`src/rtl/domdup_pkg.sv`:
```
// domdup_pkg: shared widths and mode encoding for the sample packer.
package domdup_pkg;
   localparam int SAMPLE_WIDTH  = 10;
   localparam int WORD_WIDTH    = 16;
   localparam int GROUP_SAMPLES = 8;
   localparam int GROUP_WORDS   = 5;
   localparam int ACC_WIDTH     = 26;
   localparam int FILL_WIDTH    = 5;
   localparam int IDX_WIDTH     = $clog2(GROUP_SAMPLES);
   typedef enum logic {MODE_PASS = 1'b0, MODE_PACK = 1'b1} mode_e;
endpackage

```
`src/rtl/sample_packer.sv`:
```
// sample_packer: packs 10-bit samples into 16-bit words (8 samples -> 5 words) or passes them through.
module sample_packer
   import domdup_pkg::*;
(
   input  logic                    clock,
   input  logic                    reset,
   input  logic [SAMPLE_WIDTH-1:0] sampleIn,
   input  logic                    sampleValid,
   input  logic                    packMode,
   input  logic                    resync,
   output logic [WORD_WIDTH-1:0]   dataOut,
   output logic                    dataValid,
   output logic                    groupStart
);
   logic [ACC_WIDTH-1:0]  acc_q, acc_d, acc_ext;
   logic [FILL_WIDTH-1:0] fill_q, fill_d, fill_sum;
   logic [IDX_WIDTH-1:0]  idx_q, idx_d;
   mode_e                 mode_q, mode_d, cur_mode;
   logic [WORD_WIDTH-1:0] data_q, data_d;
   logic                  valid_q, valid_d, gs_q, gs_d, emit;

   always_comb begin
      // packMode only takes effect when no partial group is in flight
      cur_mode = (idx_q == '0) ? mode_e'(packMode) : mode_q;
      acc_ext  = acc_q | (ACC_WIDTH'(sampleIn) << fill_q);
      fill_sum = fill_q + FILL_WIDTH'(SAMPLE_WIDTH);
      emit     = fill_sum >= FILL_WIDTH'(WORD_WIDTH);
      acc_d    = acc_q;
      fill_d   = fill_q;
      idx_d    = idx_q;
      mode_d   = mode_q;
      data_d   = data_q;
      valid_d  = 1'b0;
      gs_d     = 1'b0;
      if (resync) begin
         acc_d  = '0;
         fill_d = '0;
         idx_d  = '0;
         mode_d = mode_e'(packMode);
      end else if (sampleValid) begin
         mode_d = cur_mode;
         if (cur_mode == MODE_PASS) begin
            data_d  = WORD_WIDTH'(sampleIn);
            valid_d = 1'b1;
            gs_d    = 1'b1;
         end else begin
            idx_d   = idx_q + IDX_WIDTH'(1);
            acc_d   = emit ? acc_ext >> WORD_WIDTH : acc_ext;
            fill_d  = emit ? fill_sum - FILL_WIDTH'(WORD_WIDTH) : fill_sum;
            data_d  = emit ? acc_ext[WORD_WIDTH-1:0] : data_q;
            valid_d = emit;
            gs_d    = emit && (idx_q == IDX_WIDTH'(1));
         end
      end
   end

   always_ff @(posedge clock) begin
      if (reset) begin
         acc_q   <= '0;
         fill_q  <= '0;
         idx_q   <= '0;
         mode_q  <= MODE_PASS;
         data_q  <= '0;
         valid_q <= 1'b0;
         gs_q    <= 1'b0;
      end else begin
         acc_q   <= acc_d;
         fill_q  <= fill_d;
         idx_q   <= idx_d;
         mode_q  <= mode_d;
         data_q  <= data_d;
         valid_q <= valid_d;
         gs_q    <= gs_d;
      end
   end

   assign dataOut    = data_q;
   assign dataValid  = valid_q;
   assign groupStart = gs_q;
endmodule

```
`config.mk`:
```
export PLATFORM = sky130hd
export DESIGN_NAME = sample_packer
export DESIGN_NICKNAME = d
export VERILOG_FILES = /design/src/rtl/domdup_pkg.sv /design/src/rtl/sample_packer.sv
export SDC_FILE = /design/constraint.sdc
export NUM_CORES = 1
export LEC_CHECK = 0
export CAP_MARGIN = 20
export CORE_MARGIN = 2
export CORE_UTILIZATION = 60
export CTS_BUF_LIST = sky130_fd_sc_hd__clkbuf_8 sky130_fd_sc_hd__clkbuf_16
export DETAILED_ROUTE_END_ITERATION = 7
export GPL_TIMING_DRIVEN = 0
export HOLD_SLACK_MARGIN = 0.06
export PLACE_DENSITY = 0.88
export SLEW_MARGIN = 0
export SYNTH_ARGS = -nofsm -noshare
export SYNTH_HDL_FRONTEND = slang
export SYNTH_SLANG_ARGS = --single-unit
export TNS_END_PERCENT = 30
```
`constraint.sdc`:
```
create_clock -name clock -period 5.95 [get_ports clock]
set_input_delay 0.595 -clock clock [delete_from_list [all_inputs] [get_ports clock]]
set_output_delay 0.595 -clock clock [all_outputs]
set_load 0.03 [all_outputs]
```
==> impl_metrics.env <==
export IMPL_overflow=0
export IMPL_synth_xor_area_share=0.0200
export IMPL_setup_viol=0
export IMPL_placed_area_sq_um=3080
export IMPL_io_pin_count=33
export IMPL_critPathMaxFanout=10
export IMPL_fin_worst_skew_ns=0.0149
export IMPL_io_buffers=32
export IMPL_cts_path_max_buffers=2
export IMPL_grt_pass1_vias=2347
export IMPL_path_class="in2reg"
export IMPL_synth_common_cells="dfxtp_1 (52), nor2_1 (34), a21oi_1 (25)"
export IMPL_ctsHoldBuffers=0
export IMPL_outcome="finished clean"
export IMPL_numCtsBuffers=5
export IMPL_rsz0062_at_grt="no"
export IMPL_synth_compound_area_frac=0.246
export IMPL_layout_setup_ws_ns=3.62
export IMPL_worst_pin_slew_ns=0.723
export IMPL_clk_pin_slew_ns=0.09
export IMPL_ys_seq_elements=52
export IMPL_synth_fa_ha_area_frac=0.0186
export IMPL_ys_seq_area_frac=0.387
export IMPL_holdWs_ns=0.466
export IMPL_slew_viol_final=0
export IMPL_via_per_inst=6.28
export IMPL_finalCritPeriodShare=0.391
export IMPL_synth_cell_types=50
export IMPL_die_x_um=71.0
export IMPL_layout_drive_gt1_share=0.130
export IMPL_final_antenna_net_count=0
export IMPL_post_route_min_period_ns=2.33
export IMPL_wl_per_cell_um=18.0
export IMPL_h_tree_depth=2
export IMPL_max_cap_violations=0
export IMPL_cts_setup_buffers=0
export IMPL_wirelength_um=7030
export IMPL_syn_nets=318
export IMPL_synth_mux_area_frac=0.0962
export IMPL_cp_required_ns=6.10
export IMPL_grt_pass1_wl_um=11300
export IMPL_synth_edf_count=0
export IMPL_crit_path_end_kind="register"
export IMPL_core_sq_um=4320
export IMPL_tns_ns=0
export IMPL_drcViolationCount=0
export IMPL_grt_antenna_before_repair=0
export IMPL_areaGrowthSynthToFinish_pct=18.5
export IMPL_synth_most_common_cell="dfxtp_1"
export IMPL_netlist_area_leader_share=0.387
export IMPL_dp_slack_ns=3.35
export IMPL_synth_area_leaders="dfxtp_1 (39%), mux2_2 (5.0%), nor2_1 (4.7%), a21oi_1 (4.6%), o21ai_0 (3.9%)"
export IMPL_dpl_cell_count=383
export IMPL_synthSimpleGateAreaFrac=0.184
export IMPL_fin_nets=357
export IMPL_start_util=0.622
export IMPL_yosys_area_top_type="dfxtp_1"
export IMPL_power_density_nw_per_um2=225
export IMPL_grtUsageTotal=0.289
export IMPL_cts_tree="built"
export IMPL_root_buffer="clkbuf_8"
export IMPL_clkLatencyLatePin_ns=0.32
export IMPL_fin_cells=391
export IMPL_ys_warn_count=0
export IMPL_arrival_ns=2.48
export IMPL_rows=24
export IMPL_die_area_sq_um=5040
export IMPL_ir_drop_uv=194
export IMPL_hp_class="reg2reg"
export IMPL_synthFlopType="dfxtp_1"
export IMPL_async_reset_ff_frac=0
export IMPL_cts_repair_resized=0
export IMPL_critPathLaunchType="input port"
export IMPL_hpwl_um=5120
export IMPL_gp_congestion=0.932
export IMPL_final_area_sq_um=3190
export IMPL_syn_cell_area_sq_um=2690
export IMPL_synth_cells=299
export IMPL_hold_viol=0
export IMPL_cts_sinks=52
export IMPL_p_leak_nw=1.17
export IMPL_slew_headroom=0.516
export IMPL_antennaDiodeCount=0
export IMPL_grt_max_degree=17
export IMPL_synth_top_family_by_area="compound AO/OA/AOI/OAI gates"
export IMPL_fmaxAchievable_mhz=430
export IMPL_via_count=2456
export IMPL_drt_iter0_drc=209
export IMPL_die_h_um=71.0
export IMPL_syn_area_per_cell_sq_um=9.00
export IMPL_first_pass_iters=7
sequential cells by signal (all words and copies together) (netlist names):
register,cells
idx_q,3
acc_q,26
groupStart,1
dataValid,1
dataOut,16
mode_q,1
fill_q,4
logic make-up after synthesis:
kind of cell | after synthesis
mux | 23
buf+inv | 25
flops | 52
fa+ha+maj | 4
compound gates | 96
xor+xnor | 4
simple gates | 95
layer usage:
layer  up-vias  share of wire  GRT usage
met4         0          0.024      0.128
met5         -              0          0
met2       121           0.45      0.456
met3        19          0.088     0.0541
li1       1174              -          -
met1      1142           0.44      0.387
cell type report:
cell class              count  area, sq um
well taps                  52         65.1
fillers                   350         1140
flip-flops and latches     52         1040
clock buffers               5         68.8
multi-input cells         222         1520
plain buffers              20          111
clock inverters             3         42.5
repair buffers             32          320
inverters                   5         18.8
worst max-delay path, stage by stage:
cell             delay, ns
clkdlybuf4s50_1       0.46
and2_1                0.20
mux2i_2               0.46
nor2_1                0.33
a311oi_1              0.34
a211oi_1              0.09
stage by stage:
step / total power, mW / utilization
after detailed placement: 0.477 / 0.712
final: 0.719 / 0.737
after global placement: 0.475 / 0.712
after floorplan: 0.436 / -
after global routing: 0.740 / 0.737
after CTS: 0.718 / 0.737
cells in the final DEF (no fill, tap or decap), types with 4 or more instances in the layout:
master           synthesis  layout
buf_2                    8       8
a31oi_1                  4       4
a211oi_1                 4       4
nor2_1                  34      34
dfxtp_1                 52      52
ha_1                     4       4
nand3b_1                 6       6
inv_1                    5       5
a311oi_1                 4       4
o21ai_0                 21      21
clkbuf_8                 0       5
o2bb2ai_1                8       8
o21a_1                   4       4
nand2_1                 12      12
clkdlybuf4s50_1          0      32
a22o_1                   8       8
nand3_1                  6       6
nor2b_1                  8       8
a21oi_1                 25      25
nand2b_1                 7       7
mux2i_1                  8       8
mux2_2                  12      12
a221oi_1                 4       4
clkbuf_1                 6       6
power by group:
group / total [mW] / switching [mW] / internal (mW)
Sequential: 0.360 / 0.00482 / 0.355
Clock: 0.246 / 0.122 / 0.125
Combinational: 0.112 / 0.0672 / 0.0451
Total: 0.719 / 0.194 / 0.525
final timing paths:
| path | from | cells after the start | end | slack (ns) |
|---|---|---|---|---|
| min | acc_q[14] | 1 | acc_q[14] | 0.47 |
| max | packMode | 6 | acc_q[4] | 3.62 |
| max reg2reg | idx_q[0] | 8 | acc_q[4] | 3.64 |
| min reg2reg | acc_q[14] | 1 | acc_q[14] | 0.47 |
Power figures use the tool's default switching activity.
